File: src/rtl/io_pkg.sv
// Shared constants for the memory-mapped IO port block: word offsets, port count
// and address-select helpers.
package io_pkg;

  localparam int IO_NPORTS   = 4;
  localparam int IO_SEL_BIT  = 7;
  localparam int IO_STATUS_W = 4;
  localparam int IO_MASK_W   = 4;

  // Word offsets taken from addr[6:2]
  localparam logic [4:0] OFF_OUT0   = 5'h00;
  localparam logic [4:0] OFF_OUT1   = 5'h01;
  localparam logic [4:0] OFF_OUT2   = 5'h02;
  localparam logic [4:0] OFF_OUT3   = 5'h03;
  localparam logic [4:0] OFF_IN0    = 5'h10;
  localparam logic [4:0] OFF_IN1    = 5'h11;
  localparam logic [4:0] OFF_IN2    = 5'h12;
  localparam logic [4:0] OFF_IN3    = 5'h13;
  localparam logic [4:0] OFF_STATUS = 5'h14;
  localparam logic [4:0] OFF_MASK   = 5'h15;

  function automatic logic io_selected(input logic [31:0] a);
    return (a[31:IO_SEL_BIT+1] == 24'h000000) && a[IO_SEL_BIT];
  endfunction

  // Byte lanes are ignored; every access is a full word.
  function automatic logic [4:0] io_word_off(input logic [31:0] a);
    return 5'((a[IO_SEL_BIT-1:0] & 7'h7C) >> 2);
  endfunction

endpackage

File: src/rtl/io_sync_detect.sv
// Two-flop synchronizer for one external input port, plus a one-cycle delayed
// copy whose mismatch with the synchronized value flags a change.
module io_sync_detect (
  input  logic        clock,
  input  logic        resetn,
  input  logic [31:0] async_i,
  output logic [31:0] sync_o,
  output logic        change_o
);

  logic [31:0] meta_q;
  logic [31:0] sync_q;
  logic [31:0] dly_q;

  // Synchronizer chain and delayed copy
  always_ff @(posedge clock or negedge resetn) begin
    if (!resetn) begin
      meta_q <= 32'h0;
      sync_q <= 32'h0;
      dly_q  <= 32'h0;
    end else begin
      meta_q <= async_i;
      sync_q <= meta_q;
      dly_q  <= sync_q;
    end
  end

  assign sync_o   = sync_q;
  assign change_o = (sync_q != dly_q);

endmodule

File: src/rtl/io_port_responder.sv
// CPU-facing IO responder: four output registers, four synchronized inputs,
// change-flag STATUS with read-to-clear, and a masked interrupt.
module io_port_responder
  import io_pkg::*;
(
  input  logic        clock,
  input  logic        resetn,
  input  logic [31:0] addr,
  input  logic [31:0] datain,
  input  logic        write_io_enable,
  input  logic        read_io_enable,
  output logic [31:0] io_read_data,
  input  logic [31:0] in_port0,
  input  logic [31:0] in_port1,
  input  logic [31:0] in_port2,
  input  logic [31:0] in_port3,
  output logic [31:0] out_port0,
  output logic [31:0] out_port1,
  output logic [31:0] out_port2,
  output logic [31:0] out_port3,
  output logic [3:0]  out_strobe,
  output logic        irq
);

  logic [31:0]            in_s   [IO_NPORTS];
  logic [31:0]            sync_s [IO_NPORTS];
  logic [IO_NPORTS-1:0]   change_s;
  logic [31:0]            out_q  [IO_NPORTS];
  logic [3:0]             strobe_q;
  logic [31:0]            rd_q;
  logic [IO_STATUS_W-1:0] flags_q;
  logic [IO_STATUS_W-1:0] flags_d;
  logic [IO_MASK_W-1:0]   mask_q;

  logic                 sel_s;
  logic [4:0]           off_s;
  logic                 rd_en_s;
  logic                 wr_en_s;
  logic [IO_NPORTS-1:0] wr_hit_s;
  logic                 wr_mask_s;
  logic [31:0]          rd_mux_s;

  assign in_s[0] = in_port0;
  assign in_s[1] = in_port1;
  assign in_s[2] = in_port2;
  assign in_s[3] = in_port3;

  for (genvar n = 0; n < IO_NPORTS; n++) begin : g_sync
    io_sync_detect u_sync (
      .clock    (clock),
      .resetn   (resetn),
      .async_i  (in_s[n]),
      .sync_o   (sync_s[n]),
      .change_o (change_s[n])
    );
  end

  assign sel_s   = io_selected(addr);
  assign off_s   = io_word_off(addr);
  assign rd_en_s = read_io_enable && sel_s;
  assign wr_en_s = write_io_enable && sel_s;

  // Address decode, read mux and flag next-state
  always_comb begin
    wr_hit_s  = 4'b0000;
    wr_mask_s = 1'b0;
    rd_mux_s  = 32'h0;
    for (int n = 0; n < IO_NPORTS; n++) begin
      wr_hit_s[n] = wr_en_s && (off_s == OFF_OUT0 + 5'(n));
    end
    wr_mask_s = wr_en_s && (off_s == OFF_MASK);
    case (off_s)
      OFF_OUT0:   rd_mux_s = out_q[0];
      OFF_OUT1:   rd_mux_s = out_q[1];
      OFF_OUT2:   rd_mux_s = out_q[2];
      OFF_OUT3:   rd_mux_s = out_q[3];
      OFF_IN0:    rd_mux_s = sync_s[0];
      OFF_IN1:    rd_mux_s = sync_s[1];
      OFF_IN2:    rd_mux_s = sync_s[2];
      OFF_IN3:    rd_mux_s = sync_s[3];
      OFF_STATUS: rd_mux_s = {28'h0, flags_q};
      OFF_MASK:   rd_mux_s = {28'h0, mask_q};
      default:    rd_mux_s = 32'h0;
    endcase
    // A change arriving on the same edge as a STATUS read survives the clear.
    if (rd_en_s && (off_s == OFF_STATUS)) begin
      flags_d = change_s;
    end else begin
      flags_d = flags_q | change_s;
    end
  end

  // Register file, strobes, load data and change flags
  always_ff @(posedge clock or negedge resetn) begin
    if (!resetn) begin
      for (int n = 0; n < IO_NPORTS; n++) out_q[n] <= 32'h0;
      strobe_q <= 4'b0000;
      rd_q     <= 32'h0;
      flags_q  <= 4'b0000;
      mask_q   <= 4'b0000;
    end else begin
      for (int n = 0; n < IO_NPORTS; n++) begin
        if (wr_hit_s[n]) out_q[n] <= datain;
      end
      strobe_q <= wr_hit_s;
      if (wr_mask_s) mask_q <= datain[IO_MASK_W-1:0];
      if (rd_en_s) rd_q <= rd_mux_s;
      flags_q <= flags_d;
    end
  end

  assign out_port0    = out_q[0];
  assign out_port1    = out_q[1];
  assign out_port2    = out_q[2];
  assign out_port3    = out_q[3];
  assign out_strobe   = strobe_q;
  assign io_read_data = rd_q;
  assign irq          = |(flags_q & mask_q);

endmodule

File: config.mk
export PLATFORM = sky130hd
export DESIGN_NAME = io_port_responder
export DESIGN_NICKNAME = d
export VERILOG_FILES = /design/src/rtl/io_pkg.sv /design/src/rtl/io_sync_detect.sv /design/src/rtl/io_port_responder.sv
export SDC_FILE = /design/constraint.sdc
export NUM_CORES = 1
export LEC_CHECK = 0
export CORE_MARGIN = 5
export CORE_UTILIZATION = 47
export DETAILED_ROUTE_END_ITERATION = 12
export PLACE_DENSITY = 0.76
export SLEW_MARGIN = 20
export SYNTH_ARGS = -nofsm -noshare
export SYNTH_HDL_FRONTEND = slang
export SYNTH_SLANG_ARGS = --single-unit
File: constraint.sdc
create_clock -name clock -period 1.4 [get_ports clock]
set_input_delay 0.21 -clock clock [delete_from_list [all_inputs] [get_ports clock]]
set_output_delay 0.21 -clock clock [all_outputs]
set_load 0.05 [all_outputs]
# Yosys cells after proc, flatten, opt, wreduce, memory -nomap -nowiden

Index checks and enable logic that the tools add are counted.

Output and inout port bits: 165
Word-level logic and storage cells: 49
Bits in registers: 556

Reduce and logical (&&, ||, !) cells: 12
Bitwise operators: 2
Equal/unequal tests: 13
Mux-type cells: 2

Operators with widths:

| cell               | count |
|---|---|
| $pmux 32 s10       | 1 |
| $ne 32x32->1       | 4 |
| $eq 5x5->1 const B | 6 |
| $logic_not 24->1   | 1 |
| $eq 5x2->1 const B | 2 |
| $logic_and 1x1->1  | 9 |
| $eq 5x1->1 const B | 1 |
| $logic_not 5->1    | 1 |
| $and 4x4->4        | 1 |
| $mux 4             | 1 |
| $or 4x4->4         | 1 |
| $reduce_or 4->1    | 1 |

# Depth between registers and ports, before layout

Depth after elaboration: 5
Gate-level depth with buffers: 8

# Hierarchy

From an unflattened synthesis, not the netlist that was laid out.

Cell total of the unflattened synthesis: 1164
Area, all modules: 18936.9 sq um

Modules (own cells, without submodules):

| module            | cells each | area an instance (sq um) | times used | sequential area each (sq um) |
|---|---|---|---|---|
| io_sync_detect    | 139        | 2748.9                   | 4          | 2402.3 |
| io_port_responder | 608        | 7941.4                   | 1          | 4304.1 |

# Least setup slack after synthesis

OpenSTA, ideal clock, no wires.

Path type: input-to-reg
Start point: input port addr[29]
End point: register out_q (netlist bit out_port1[10])
Arrival time: 1844 ps
Buffers on the path: 1
Required time: 1275 ps
Stages on the path: 6
Slack: -569 ps
Setup time: 125 ps
Path through: or4_4 > nor2_4 > nand3_4 > nor3_4 > buf_6 > mux2_2

Cells in the longest elaborated chain, start to end: 4

Ends and longest elaborated chain:

| what                          | line                     | text |
|---|---|---|
| start, declared               | io_port_responder.sv:8   | `input logic [31:0] addr,` |
| $logic_not 24->1              | io_pkg.sv:23             | `return (a[31:IO_SEL_BIT+1] == 24'h000000) && a[IO_SEL_BIT];` |
| $logic_and 1x1->1             | io_pkg.sv:23             |  |
| $logic_and 1x1->1             | io_port_responder.sv:61  | `assign wr_en_s = write_io_enable && sel_s;` |
| $logic_and 1x1->1             | io_port_responder.sv:69  | `wr_hit_s[n] = wr_en_s && (off_s == OFF_OUT0 + 5'(n));` |
| end signal, assigned by index | io_port_responder.sv:103 | `if (wr_hit_s[n]) out_q[n] <= datain;` |
| end, declared                 | io_port_responder.sv:28  | `logic [31:0] out_q [IO_NPORTS];` |

Every way passes these cells.
A chain may end at the register's enable or synchronous reset.

# Final worst setup path

Start point: register flags_q[3]
End point: output port irq

Cells in the longest elaborated chain, start to end: 2

Ends and longest elaborated chain:

| what                   | line                     | text |
|---|---|---|
| start, declared        | io_port_responder.sv:31  | `logic [IO_STATUS_W-1:0] flags_q;` |
| start signal, assigned | io_port_responder.sv:108 | `flags_q <= flags_d;` |
| $and 4x4->4            | io_port_responder.sv:118 | `assign irq = \|(flags_q & mask_q);` |
| $reduce_or 4->1        | io_port_responder.sv:118 |  |
| end, declared          | io_port_responder.sv:22  | `output logic irq` |

Every way passes these cells.

==> flow_summary_export.csv <==
group,metric,value,unit
outcome,status,"complete, but fails checks",
outcome,violations,"negative setup slack",
logic_synthesis,synth_compound_area_frac,0.0675,
routing,detail_route.wl_per_cell,30.6,um
worst_setup_path,end_kind,"output port",
worst_setup_path,cp.buffers_inverters,1,
logic_synthesis,post_synth.cell_area_avg,16.4,um2
worst_setup_path,critPathKind,"reg -> out",
worst_setup_path,reg2reg_depth,5,
clocking,htreeDepth,2,
worst_setup_path,crit_required,1.19,ns
routing,drt-initial-drc-count,1380,
sta,report.final.slew_viol_count,0,
power,leakage,14.0,nW
floorplanning,core_area,0.0398,mm2
worst_setup_path,crit_fanout,3,
global_routing,antenna_found_initial,4,
min_path,min_from,"in_port2[17]",
logic_synthesis,synth_xor_area_frac,0.0590,
power,p_seq_frac,0.492,
placement,hpwl,47400,um
clocking,clk_path_buf_depth,3,
clocking,clock_sinks,556,
sta,setup_viol_count_final,211,
logic_synthesis,synth_edf_count,0,
placement,io_buffers,358,
logic_synthesis,synth_most_common_cell,"dfrtp_1",
power,clkPwrFrac,0.443,
clocking,cts_buffers,54,
logic_synthesis,synth-seq-cells,556,
power,p_total,34.5,mW
logic_synthesis,synth_fa_ha_area_frac,0,
placement,gp_congestion,0.898,
power,ir_drop,1.11,mV
logic_synthesis,synth_fp_nets,1353,
finish,fin_nets,2133,
routing,antenna_left,0,
power,p_per_area,1100,mW/mm2
worst_setup_path,r2r_slack,-0.35,ns
logic_synthesis,synthTopCellsByCount,"dfrtp_1, xor2_1, mux2_2",
worst_setup_path,critPathMaxStageDelay,0.46,ns
sta,rsz0062_at_grt,"yes",
global_routing,grt_pass1_vias,16000,
logic_synthesis,yosys_warnings,0,
global_routing,grt_usage,0.335,
sta,maxSlewHeadroom,0.457,
clocking,insertion_delay,0.59,ns
run,max-cap-violations,0,
placement,detailed_place.area,0.0270,mm2
sta,fin_crit_sh,1.31,
routing,drtPass1Iterations,5,
logic_synthesis,synth_top_family_by_area,"multiplexers",
logic_synthesis,synth-seq-area-share,0.733,
global_routing,grt_pass1_wl,109000,um
sta,final.min_clock_period,1.84,ns
clocking,cts_tree,"built",
finish,drive_gt1_frac,0.481,
worst_setup_path,r2r-end,"flags_q[0]",
global_routing,grt_start_max_net_pins,78,
clocking,cts_root_buffer,"clkbuf_16",
worst_setup_path,cpMaxStageDelayCell,"dfrtp_1",
min_path,worstHoldPathType,"in -> reg",
routing,drt-vias-per-instance,5.83,
logic_synthesis,synth_area_leaders,"dfrtp_1, mux2_2, xor2_1, a22oi_1, a22o_1",
logic_synthesis,syn-cell-area,0.0190,mm2
power,internal_power,26.7,mW
logic_synthesis,synth.area.mux_share,0.0828,
finish,final.fill_count,2064,
power,sw_frac_of_total,0.227,
worst_setup_path,start_kind,"flop",
worst_setup_path,startpoint,"flags_q[3]",
global_routing,gr-total-overflow,0,
logic_synthesis,syn_inst,1157,
floorplanning,die_area,0.0445,mm2
worst_setup_path,cp_top_family,"flip-flops",
sta,final_hold_viol_count,0,
sta,tns,-36.23,ns
sta,holdWs,0.0566,ns
sta,max_freq,545,MHz
power,p_switching,7.84,mW
logic_synthesis,yosys.area.top_type_share,0.733,
routing,routed_wl,76700,um
min_path,whs_path_depth,1,
finish,syn_to_final_growth,64.6,%
worst_setup_path,r2r_start,"g_sync[0].u_sync.sync_o[29]",
logic_synthesis,async_flop_share,1.00,
finish,regArea,0.0140,mm2
finish,multi_input_area,0.00562,mm2
routing,num_vias,14600,
min_path,hold_end,"g_sync[2].u_sync.meta_q[17]",
sta,tightest_slew,0.808,ns
worst_setup_path,crit_chain,"a22oi_1 -> nand2_2 -> buf_6",
clocking,path_clk_slew,0.07,ns
sta,fin_ws,-0.435,ns
routing,drc_errors,0,
floorplanning,row_count,73,
finish,fin_area,0.0313,mm2
logic_synthesis,synth_simple_gate_area_frac,0.0444,
logic_synthesis,synth_top_area_cell,"dfrtp_1",
floorplanning,die_width,211,um
logic_synthesis,yosysUniqueCellTypes,40,
floorplanning,ios,361,
floorplanning,initial_core_util,0.477,
sta,clock-skew-final,0.0207,ns
floorplanning,die_h,211,um
power,combPwrFrac,0.065,
worst_setup_path,arrival,1.63,ns
logic_synthesis,synth_ff_type,"dfrtp_1",
-- logic make-up (layout without fill, tap and decap cells) --
group | after synthesis | in the layout
buffers and inverters | 45 | 869
flip-flops | 556 | 556
other | 0 | 1
XOR/XNOR | 128 | 128
AND/OR/NAND/NOR | 126 | 126
multiplexers | 138 | 138
AO/OA/AOI/OAI | 164 | 164
-- worst max path at each step --
stage,cells past startpoint,end
2_1_floorplan,6,out_port1[10]
3_3_place_gp,7,out_port2[23]
3_5_place_dp,7,out_port2[28]
4_1_cts,10,out_port2[18]
5_1_grt,3,irq
6_report,3,irq
-- cells in the final DEF (no fill, tap or decap), types with 30 or more instances in the layout --
cell type,n
a22o_1,32
a22oi_1,113
buf_12,199
buf_4,329
buf_6,30
clkbuf_16,59
clkdlybuf4s50_1,161
dfrtp_1,472
dfrtp_2,84
mux2_4,132
nand4_1,39
xor2_1,128
-- power by group through the flow --
stage | sequential (mW) | clock [mW] | combinational (mW)
after global routing | 17.0 | 16.0 | 2.37
after floorplan | 17.2 | 0 | 0.393
after detailed placement | 17.3 | 0 | 2.08
after CTS | 17.0 | 15.2 | 2.16
after global placement | 17.2 | 0 | 2.04
final | 17.0 | 15.3 | 2.24
-- worst register-to-register path, delay by kind of cell (launching register included) --
family                    cells  cell delay (ns)
buffers and inverters         1             0.16
xor gates and xnor gates      1             0.19
AOI/OAI and AO/OA             1             0.32
and+or+nand+nor               2             0.56
DFF                           1             0.41
-- sequential cells by signal (all words and copies together), names as in the netlist --
name,cells
out_strobe,4
flags_q,4
mask_q,4
out_port1,32
out_port2,32
g_sync.u_sync.dly_q,128
g_sync.u_sync.meta_q,128
out_port3,32
g_sync.u_sync.sync_o,128
out_port0,32
io_read_data,32
-- repair_timing --
action	in CTS	in global routing
setup buffers	124	36
setup endpoints to repair	296	292
resized for setup	305	67
pin swaps	34	28
hold buffers	1	0
hold endpoints to repair	416	0
gates cloned	13	3
-- cell type report --
type,instances,share of cell area
flip-flops and latches,556,0.449
repair buffers,768,0.291
multi-input cells,556,0.180
clock buffers,80,0.0506
well taps,525,0.0210
clock inverters,20,0.00873
inverters,1,0.000120
diodes,1,0.0000801
-- routing by layer --
layer / wire, um / vias to the layer above / share of wire / global-route usage
li1: - / 5749 / - / -
met1: 28100 / 7523 / 0.37 / 0.426
met5: 7 / - / 0.000091 / 0
met3: 7540 / 300 / 0.098 / 0.0899
met4: 4940 / 2 / 0.064 / 0.156
met2: 36100 / 1043 / 0.47 / 0.540
-- metrics by stage --
step	utilization	instances	setup slack (ns)
CTS	0.775	2473	-0.346
finish	0.785	2507	-0.435
global route	0.785	2507	-0.414
detailed placement	0.677	2239	-1.17
floorplan	-	1157	-0.568
global placement	0.677	2239	-1.13
No activity file was read; power rests on OpenSTA's default activity.
